File: src/rtl/mult_pkg.sv
// Shared constants and state encoding for the sequential shift-add multiplier.
package mult_pkg;

    localparam int WIDTH_DEF = 32;
    localparam int CNT_W_DEF = 6;

    localparam logic [1:0] ST_IDLE = 2'd0;
    localparam logic [1:0] ST_RUN  = 2'd1;
    localparam logic [1:0] ST_DONE = 2'd2;
    localparam logic [1:0] ST_FIX  = 2'd3;

    typedef enum logic [1:0] {
        S_IDLE = ST_IDLE,
        S_RUN  = ST_RUN,
        S_DONE = ST_DONE,
        S_FIX  = ST_FIX
    } state_t;

endpackage

File: src/rtl/mult_add_select.sv
// Upper-half update for one shift-add step: adds the multiplicand to the accumulator's
// upper half and selects sum or pass-through on the accumulator LSB.
module mult_add_select #(
    parameter int WIDTH = 32
) (
    input  logic [WIDTH:0]   acc_hi_i,
    input  logic [WIDTH-1:0] mcand_i,
    input  logic             sel_i,
    output logic [WIDTH:0]   result_o
);

    logic [WIDTH:0] sum;

    // Carry bit of acc_hi_i is always zero entering a step, so only the low WIDTH bits are added.
    assign sum = {1'b0, acc_hi_i[WIDTH-1:0]} + {1'b0, mcand_i};

    for (genvar i = 0; i <= WIDTH; i++) begin : g_mux
        mult_mux2 u_mux (
            .a_i   (acc_hi_i[i]),
            .b_i   (sum[i]),
            .sel_i (sel_i),
            .y_o   (result_o[i])
        );
    end

endmodule

File: src/rtl/mult_mux2.sv
// Bit-level 2:1 multiplexer: y_o = sel_i ? b_i : a_i.
module mult_mux2 (
    input  logic a_i,
    input  logic b_i,
    input  logic sel_i,
    output logic y_o
);

    assign y_o = sel_i ? b_i : a_i;

endmodule

File: src/rtl/seq_shift_add_multiplier.sv
// Radix-2 sequential shift-add multiplier producing a 2*WIDTH-bit product with a done pulse.
// Optional signed mode is enabled by defining SEQ_MULT_SIGNED_EN.
module seq_shift_add_multiplier
    import mult_pkg::*;
#(
    parameter int WIDTH = WIDTH_DEF,
    parameter int CNT_W = CNT_W_DEF
) (
    input  logic               clk,
    input  logic               reset,
    input  logic               start,
`ifdef SEQ_MULT_SIGNED_EN
    input  logic               signed_op,
`endif
    input  logic [WIDTH-1:0]   a,
    input  logic [WIDTH-1:0]   b,
    output logic [2*WIDTH-1:0] product,
    output logic               busy,
    output logic               done
);

    state_t               state_q, state_d;
    logic [CNT_W-1:0]     cnt_q, cnt_d;
    logic [WIDTH-1:0]     mcand_q, mcand_d;
    logic [2*WIDTH:0]     acc_q, acc_d;
    logic [2*WIDTH-1:0]   product_q, product_d;
    logic                 busy_q, busy_d;
    logic                 done_q, done_d;
    logic [WIDTH:0]       upper_next;
    logic [WIDTH-1:0]     op_a, op_b;

`ifdef SEQ_MULT_SIGNED_EN
    logic fix_q, fix_d;
    logic neg_q, neg_d;

    function automatic logic [WIDTH-1:0] magnitude(input logic [WIDTH-1:0] v);
        // -2**(WIDTH-1) maps onto itself, which is the correct unsigned magnitude.
        return v[WIDTH-1] ? (~v + {{(WIDTH-1){1'b0}}, 1'b1}) : v;
    endfunction

    function automatic logic [2*WIDTH-1:0] negate(input logic [2*WIDTH-1:0] v);
        return ~v + {{(2*WIDTH-1){1'b0}}, 1'b1};
    endfunction

    assign op_a = signed_op ? magnitude(a) : a;
    assign op_b = signed_op ? magnitude(b) : b;
`else
    assign op_a = a;
    assign op_b = b;
`endif

    mult_add_select #(
        .WIDTH (WIDTH)
    ) u_add_select (
        .acc_hi_i (acc_q[2*WIDTH:WIDTH]),
        .mcand_i  (mcand_q),
        .sel_i    (acc_q[0]),
        .result_o (upper_next)
    );

    always_ff @(posedge clk or posedge reset) begin
        if (reset) begin
            state_q   <= S_IDLE;
            cnt_q     <= '0;
            mcand_q   <= '0;
            acc_q     <= '0;
            product_q <= '0;
            busy_q    <= 1'b0;
            done_q    <= 1'b0;
`ifdef SEQ_MULT_SIGNED_EN
            fix_q     <= 1'b0;
            neg_q     <= 1'b0;
`endif
        end else begin
            state_q   <= state_d;
            cnt_q     <= cnt_d;
            mcand_q   <= mcand_d;
            acc_q     <= acc_d;
            product_q <= product_d;
            busy_q    <= busy_d;
            done_q    <= done_d;
`ifdef SEQ_MULT_SIGNED_EN
            fix_q     <= fix_d;
            neg_q     <= neg_d;
`endif
        end
    end

    always_comb begin
        state_d   = state_q;
        cnt_d     = cnt_q;
        mcand_d   = mcand_q;
        acc_d     = acc_q;
        product_d = product_q;
        busy_d    = busy_q;
        done_d    = 1'b0;
`ifdef SEQ_MULT_SIGNED_EN
        fix_d     = fix_q;
        neg_d     = neg_q;
`endif
        case (state_q)
            S_IDLE: begin
                if (start) begin
                    mcand_d = op_a;
                    acc_d   = {1'b0, {WIDTH{1'b0}}, op_b};
                    cnt_d   = '0;
                    busy_d  = 1'b1;
                    state_d = S_RUN;
`ifdef SEQ_MULT_SIGNED_EN
                    fix_d   = signed_op;
                    neg_d   = signed_op & (a[WIDTH-1] ^ b[WIDTH-1]);
`endif
                end
            end
            S_RUN: begin
                // Conditional add and right shift happen in the same cycle; carry enters the MSB.
                acc_d = {upper_next, acc_q[WIDTH-1:0]} >> 1;
                cnt_d = cnt_q + 1'b1;
                if (cnt_q == CNT_W'(WIDTH - 1)) begin
`ifdef SEQ_MULT_SIGNED_EN
                    state_d = fix_q ? S_FIX : S_DONE;
`else
                    state_d = S_DONE;
`endif
                end
            end
`ifdef SEQ_MULT_SIGNED_EN
            S_FIX: begin
                if (neg_q) begin
                    acc_d = {1'b0, negate(acc_q[2*WIDTH-1:0])};
                end
                state_d = S_DONE;
            end
`endif
            S_DONE: begin
                // The registered done/product become visible one edge after this state.
                done_d    = 1'b1;
                busy_d    = 1'b0;
                product_d = acc_q[2*WIDTH-1:0];
                state_d   = S_IDLE;
            end
            default: begin
                state_d = S_IDLE;
            end
        endcase
    end

    assign product = product_q;
    assign busy    = busy_q;
    assign done    = done_q;

endmodule

File: config.mk
export PLATFORM = sky130hd
export DESIGN_NAME = seq_shift_add_multiplier
export DESIGN_NICKNAME = d
export VERILOG_FILES = /design/src/rtl/mult_pkg.sv /design/src/rtl/mult_add_select.sv /design/src/rtl/mult_mux2.sv /design/src/rtl/seq_shift_add_multiplier.sv
export SDC_FILE = /design/constraint.sdc
export NUM_CORES = 1
export LEC_CHECK = 0
export ABC_AREA = 1
export CORE_MARGIN = 8
export CORE_UTILIZATION = 60
export DETAILED_ROUTE_END_ITERATION = 10
export PLACE_DENSITY = 0.86
export SETUP_SLACK_MARGIN = 0.4
export SLEW_MARGIN = 20
export SYNTH_ARGS = -nofsm -noshare
export SYNTH_HDL_FRONTEND = slang
export SYNTH_HIERARCHICAL = 1
export SYNTH_SLANG_ARGS = --single-unit
export TNS_END_PERCENT = 30
File: constraint.sdc
create_clock -name clk -period 12.09 [get_ports clk]
set_input_delay 1.209 -clock clk [delete_from_list [all_inputs] [get_ports clk]]
set_output_delay 1.209 -clock clk [all_outputs]
set_load 0.02 [all_outputs]
; ---- Word-level counts from Yosys, hierarchy flattened
; Cells that the tools add are included.
; W data, S select, Z words.
[classes]
mux = 43
div = 0
mul = 0
eq_ne = 5
magnitude_cmp = 0
n_shift = 0
add_sub_neg = 2
reduce_logical = 7
n_bitwise = 0
[op_table]
columns = op, n
row1 = $pmux W65 S2, 1
row2 = $mux W65, 1
row3 = $mux W1, 35
row4 = $add A32 B32 Y33, 1
row5 = $pmux W6 S2, 1
row6 = $reduce_and A2 Y1, 4
row7 = $add A6 B1 Y6 const B, 1
row8 = $eq A6 B5 Y1 const B, 1
row9 = $mux W6, 1
row10 = $mux W2, 2
row11 = $ne A2 B2 Y1 const B, 2
row12 = $pmux W2 S2, 1
row13 = $reduce_bool A2 Y1, 2
row14 = $eq A2 B1 Y1 const B, 1
row15 = $eq A2 B2 Y1 const B, 1
row16 = $logic_not A2 Y1, 1
row17 = $pmux W1 S2, 1
[word_totals]
latchBits = 0
mem_bits_ro = 0
in_bits = 67
memories = 0
regBits = 171
ramBits = 0
wordCells = 64

; ---- Longest topological paths before layout
; Gate-level depths: netlist of the first run.
[depth]
depth_word = 3
ltp_mapped = 16
depth_no_buf = 16

; ---- Modules after synthesis
; The synthesis of the first run kept the hierarchy.
[modules_own_cells]
columns = module, n_inst, seq_area_each_um2, area_per_inst_um2, cells_each
row1 = seq_shift_add_multiplier, 1, 4254.1, 6625.1, 737
row2 = mult_add_select, 1, 0.0, 2423.6, 505
row3 = mult_mux2, 33, 0.0, 15.0, 4

; ---- Least setup slack after synthesis of the first run
; No wires, ideal clock.
[synth_path]
path_kind = reg-to-reg
startpoint = register acc_q[32]
endpoint = register acc_q[51]
slack_ns = 10.063
stages_incl_launch_ff = 17
arrival_time_ns = 1.901
path_buffers = 0
setup_ns = 0.126
required_time_ns = 11.964
cell_sequence = dfrtp_1 -> ha_1 -> fa_1 -> nand3_1 -> nand3_1 -> nand2_1 -> nand2_2 -> nand2_2 -> nand2_2 -> nand2_1 -> nand2_1 -> nand2_1 -> nand2_1 -> nand2_1 -> nand2_1 -> nand2_1 -> o21ai_0
[synth_via]
elab_chain_cells = 3
[synth_rtl]
columns = item, line_no
row1 = start: declaration, seq_shift_add_multiplier.sv:25  ; logic [2*WIDTH:0] acc_q, acc_d;
row2 = start signal: assignment, seq_shift_add_multiplier.sv:66  ; acc_q <= '0;
row3 = start signal: assignment, seq_shift_add_multiplier.sv:78  ; acc_q <= acc_d;
row4 = $add A32 B32 Y33, mult_add_select.sv:15  ; assign sum = {1'b0, acc_hi_i[WIDTH-1:0]} + {1'b0, mcand_i};
row5 = net u_add_select.sum[20], mult_add_select.sv:12  ; logic [WIDTH:0] sum;
row6 = $mux W1, mult_mux2.sv:9  ; assign y_o = sel_i ? b_i : a_i;
row7 = net upper_next[20], seq_shift_add_multiplier.sv:29  ; logic [WIDTH:0] upper_next;
row8 = $pmux W65 S2, seq_shift_add_multiplier.sv:101  ; case (state_q)
; The timed path passes the listed nets, and every way through them passes these cells.
; A chain may end at the register's enable or synchronous reset.

; ---- Worst setup path after layout of the first run
[layout_path]
startpoint = input port start
endpoint = register acc_q[24]
[layout_via]
elab_chain_cells = 2
[layout_rtl]
columns = item, line_no
row1 = start: declaration, seq_shift_add_multiplier.sv:11  ; input logic start,
row2 = $ne A2 B2 Y1 (no line), --
row3 = $reduce_and A2 Y1 (no line), --
; Every way passes these cells.

==> results.json, run 1 <==
{
  "status": "finished, final reports clean",
  "cts_buffers": 17,
  "antenna_found_initial": 0,
  "drv_slew": 0,
  "cp_data_arrival_time_ns": 3.42,
  "cp-start-kind": "input pin",
  "hold_viol": 0,
  "synth_top_cell_by_area": "dfrtp_1",
  "synth.cell_area_um2": 9540,
  "start_util": 0.607,
  "cp_max_fo": 63,
  "post_cts_buffers": 0,
  "period_share": 0.258,
  "maxClockFrequency_ghz": 0.321,
  "hold_path_end": "product[2]$_DFFE_PP0P_",
  "hold_class": "flip-flop to flip-flop",
  "synth-simple-area-share": 0.348,
  "crit_type": "input pin to flip-flop",
  "die_y_um": 142,
  "leakage_nw": 6.40,
  "r2r-end": "acc_q[24]$_DFFE_PP0P_",
  "reg2reg_from": "state_q[1]$_DFFE_PP0P_",
  "cts_resized": 0,
  "dp_hpwl_um": 16400,
  "core_um2": 15700,
  "vdd_drop_max_mv": 0.125,
  "clk_path_buf_depth": 2,
  "grt_pass1_wl_um": 40700,
  "min_from": "product[2]$_DFFE_PP0P_",
  "synth.area.mux_share": 0,
  "gr-total-overflow": 0,
  "tightestPinTransition_ns": 0.954,
  "final_area_um2": 11600,
  "wire_per_inst_um": 14.0,
  "pin_count": 133,
  "route.detailed.drc": 0,
  "setup_viol": 0,
  "port-buffer-count": 132,
  "fin_util": 0.740,
  "synth_xor_area_frac": 0.0138,
  "clock_skew_ns": 0.0118,
  "r2r_slack_ns": 9.67,
  "area_growth_pct": 21.8,
  "synth_nets": 1475,
  "syn_inst": 1374,
  "grt_pass1_vias": 8622,
  "grt_max_degree": 103,
  "rows": 46,
  "end_kind": "flip-flop",
  "slew_headroom": 0.364,
  "via_per_inst": 5.07,
  "fp.dieW_um": 142,
  "diodes": 0,
  "drive_gt1_frac": 0.0485,
  "synth_warnings": 6,
  "place.gp.congestion": 0.953,
  "placed_cell_area_um2": 11000,
  "final_common_cell": "nand2_1",
  "rsz0062_at_grt": "false",
  "dieArea_um2": 20200,
  "ys_types": 32,
  "cts_sinks": 170,
  "synth_top_family_by_area": "simple AND/OR/NAND/NOR gates",
  "synth-compound-area-share": 0.0511,
  "cp.required_ns": 12.40,
  "clkLatencyLatePin_ns": 0.43,
  "yosysSeqAreaShare": 0.446,
  "drv_cap": 0,
  "track_usage": 0.248,
  "final_nets": 1594,
  "cts_root_buf": "clkbuf_16",
  "vias": 8730,
  "drtIter0Drc": 765,
  "hold_buffers": 0,
  "yosys_register_bits": 170,
  "tns_ns": 0,
  "final_cell_mix": "nand2_1, inv_1, dfrtp_1",
  "ff2ff_path_depth": 5,
  "synth_adder_area_share": 0.0454,
  "synth.area.top_cells": "dfrtp_1, nand2_1, inv_1",
  "hold_depth": 2,
  "clk_pin_slew_ns": 0.07,
  "synth_top_area_share": 0.446,
  "syn_area_per_cell_um2": 6.95,
  "finalCriticalPeriod_ns": 3.11,
  "p_per_area_nw_per_um2": 271,
  "antenna_left": 0,
  "htree_levels": 4,
  "drt_wl_total_um": 24200,
  "dr.pass1.iters": 5,
  "cts_tree": "built"
}
-- worst max-delay path: stages --
cell and delay (ns):
clkdlybuf4s50_1 0.49, nand3_4 0.42, clkinv_2 0.88, nand2_1 0.26, nand3_1 0.11
-- layout make-up --
type / count / area, µm²
Multi-Input combinational cell: 975 / 4380
Sequential cell: 170 / 4260
Fill cell: 1222 / 4090
Timing Repair Buffer: 135 / 1340
Inverter: 194 / 737
Clock buffer: 17 / 425
Tap cell: 216 / 270
Clock inverter: 15 / 209
-- Yosys cell counts (all sizes together) --
library cell / number
nor2: 41
or2: 1
and3: 1
clkbuf: 10
a21o: 1
dfrtp: 170
xor2: 14
buf: 25
o21bai: 2
nand3b: 1
xnor2: 1
nor3: 6
conb: 1
o21ai: 72
fa: 1
a21oi: 21
ha: 33
nand3: 65
nand4: 5
inv: 194
nand2: 709
-- where the power goes --
part           internal (mW)  leakage [nW]  total, mW  switching (mW)
Clock                  0.334         0.309      0.585           0.251
Combinational          0.602          4.17       1.60           0.999
Sequential             0.801          1.92      0.967           0.166
Total                   1.74          6.40       3.15            1.42
-- metal layers --
metal,vias up,GRT usage,part of all wire
met1,4055,0.322,0.45
met4,0,0.0910,0.020
met5,-,0,0
met3,39,0.0429,0.056
li1,4390,-,-
met2,246,0.407,0.48
-- worst max-delay path by stage --
| stage | startpoint | to | slack, ns | cells past startpoint |
|---|---|---|---|---|
| after floorplan | reset | acc_q[0]$_DFFE_PP0P_ | 6.28 | 1 |
| after global placement | start | acc_q[20]$_DFFE_PP0P_ | 8.67 | 5 |
| after detailed placement | start | acc_q[13]$_DFFE_PP0P_ | 8.55 | 5 |
| after CTS | start | acc_q[13]$_DFFE_PP0P_ | 8.98 | 5 |
| after global routing | start | acc_q[9]$_DFFE_PP0P_ | 8.80 | 5 |
| final | start | acc_q[24]$_DFFE_PP0P_ | 8.98 | 5 |
-- flip-flops by register name, indices dropped and copies added (netlist names) --
name,cells
product,64
cnt_q,6
done,1
busy,1
acc_q,64
mcand_q,32
state_q,2
-- through the flow --
stage / worst slack [ns] / hold slack, ns / power (mW) / instances
after global placement: 8.67 / 0.463 / 2.49 / 1690
after CTS: 8.98 / 0.483 / 3.15 / 1722
final: 8.98 / 0.480 / 3.15 / 1722
after floorplan: 6.28 / 0.451 / 2.09 / 1374
after global routing: 8.80 / 0.502 / 3.43 / 1722
after detailed placement: 8.55 / 0.464 / 2.54 / 1690
-- kinds of logic after synthesis --
kind of cell | Yosys count
and+or+nand+nor | 829
other | 1
adders and majority gates | 34
DFF | 170
buffers and inverters | 229
xor gates and xnor gates | 15
AOI/OAI and AO/OA | 96
Note: power is estimated with default switching activity, not from simulation.
==> run 2, diff against run 1 <==
- CORE_UTILIZATION: 60 -> 56
- PLACE_DENSITY: 0.86 -> 0.81
- clock period: 12.09 -> 3.3 ns (I/O delays scaled with it)
==> results.json, run 2 (synthesis results as in run 1) <==
{
  "post_cts_buffers": 0,
  "cp_max_fo": 4,
  "cts_sinks": 170,
  "dieArea_um2": 21500,
  "leakage_nw": 6.43,
  "area_growth_pct": 22.4,
  "grtUsageMet1": 0.300,
  "period_share": 0.682,
  "cp_cell_sequence": "ha_1, fa_1, nand3_1, nand3_1, nand2_1, nand2_2, nand2_2, nand2_2, xor2_1, nand2_1, nand2_1, nand2_1, o21ai_0",
  "cts_buffers": 17,
  "placed_cell_area_um2": 11100,
  "hold_viol": 0,
  "core_um2": 16600,
  "setup_viol": 0,
  "cts_root_buf": "clkbuf_16",
  "grt_max_degree": 110,
  "final_common_cell": "nand2_1",
  "dr.pass1.iters": 7,
  "die_y_um": 147,
  "p_per_area_nw_per_um2": 987,
  "rows": 47,
  "drtIter0Drc": 667,
  "diodes": 0,
  "pin_count": 133,
  "place.gp.congestion": 0.930,
  "maxClockFrequency_ghz": 0.445,
  "dp.cells": 1700,
  "antenna_left": 0,
  "max_stage_delay_ns": 0.44,
  "cp_data_arrival_time_ns": 2.54,
  "cp.required_ns": 3.59,
  "tightestPinTransition_ns": 0.628,
  "seq_area_um2": 4260,
  "final_nets": 1600,
  "instances_no_fill": 1732,
  "gr-total-overflow": 0,
  "final_area_um2": 11700,
  "rsz0062_at_grt": "false",
  "cp_slowest_cell": "fa_1",
  "cp_common_cell": "nand2_1",
  "clk_pin_slew_ns": 0.07,
  "start_util": 0.573,
  "vias": 8747,
  "cts_resized": 0,
  "hold_buffers": 0,
  "fp.dieW_um": 147,
  "dp_hpwl_um": 17100,
  "fin_ws_ns": 1.05,
  "via_per_inst": 5.05,
  "slew_headroom": 0.580,
  "clock_skew_ns": 0.00729,
  "grt.busiest_layer": "met2",
  "drv_slew": 0,
  "fill_cells": 1395,
  "port-buffer-count": 132,
  "clkLatencyLatePin_ns": 0.43,
  "crit_type": "flip-flop to flip-flop",
  "cp-start-kind": "flip-flop",
  "drt_wl_total_um": 24100,
  "drv_cap": 0,
  "route.detailed.drc": 0,
  "grt_pass1_wl_um": 41300,
  "multi_input_area_um2": 4380,
  "drive_gt1_frac": 0.0522,
  "dp_slack_ns": 1.08,
  "tns_ns": 0,
  "cts_tree": "built",
  "clk_path_buf_depth": 2,
  "hold_class": "input pin to async pin",
  "vdd_drop_max_mv": 0.489,
  "status": "finished, final reports clean",
  "end_kind": "flip-flop",
  "finalCriticalPeriod_ns": 2.25,
  "htree_levels": 4,
  "final_cell_mix": "nand2_1, inv_1, dfrtp_1",
  "grtUsageMet3": 0.0470,
  "antenna_found_initial": 0,
  "grt_util_met2": 0.381,
  "grt_pass1_vias": 8650,
  "track_usage": 0.232,
  "wire_per_inst_um": 13.9
}
[run 2: worst paths after layout]
| kind | start | to | slack (ns) | depth (start not counted) |
|---|---|---|---|---|
| min | reset | product[6]$_DFFE_PP0P_ | 0.35 | 3 |
| max reg2reg | acc_q[32]$_DFFE_PP0P_ | acc_q[43]$_DFFE_PP0P_ | 1.05 | 13 |
| min in group clk | a[7] | mcand_q[7]$_DFFE_PP0P_ | 0.43 | 3 |
| min reg2reg | busy$_DFFE_PP0P_ | busy$_DFFE_PP0P_ | 0.47 | 2 |
| max in group asynchronous | reset | acc_q[38]$_DFFE_PP0P_ | 2.39 | 3 |
| max | acc_q[32]$_DFFE_PP0P_ | acc_q[43]$_DFFE_PP0P_ | 1.05 | 13 |
[run 2: area by class of cell]
type / count / share of cell area
clock buffers: 18 / 0.0376
clock inverters: 14 / 0.0154
inverters: 194 / 0.0629
multi-input cells: 975 / 0.375
flip-flops and latches: 170 / 0.364
well taps: 220 / 0.0236
repair buffers: 141 / 0.121
[run 2: stage by stage]
stage          hold slack, ns   util  power [mW]
2_1_floorplan           0.440      -        7.64
3_3_place_gp            0.452  0.665        9.21
3_5_place_dp            0.460  0.665        9.34
4_1_cts                 0.366  0.702        11.5
5_1_grt                 0.385  0.702        12.6
6_report                0.353  0.702        11.5
[run 2: where the power goes]
part	leakage (nW)	internal, mW	switching, mW	total [mW]
combinational	4.21	2.22	3.63	5.85
clock	0.302	1.17	0.924	2.10
sequential	1.92	2.94	0.643	3.58
total	6.43	6.33	5.20	11.5
[run 2: per-layer routing]
layer,up-vias,share of wire,wire (µm)
met4,0,0.018,438
met5,-,0,0
met2,236,0.47,11300
met3,36,0.049,1180
met1,4078,0.47,11300
li1,4397,-,-
[run 2: worst max-delay path, delay by kind of cell, from the launching register on]
family / cells / cell delay [ns]
simple gates: 9 / 0.79
xor+xnor: 1 / 0.17
compound gates: 1 / 0.09
fa+ha+maj: 2 / 0.68
flops: 1 / 0.39
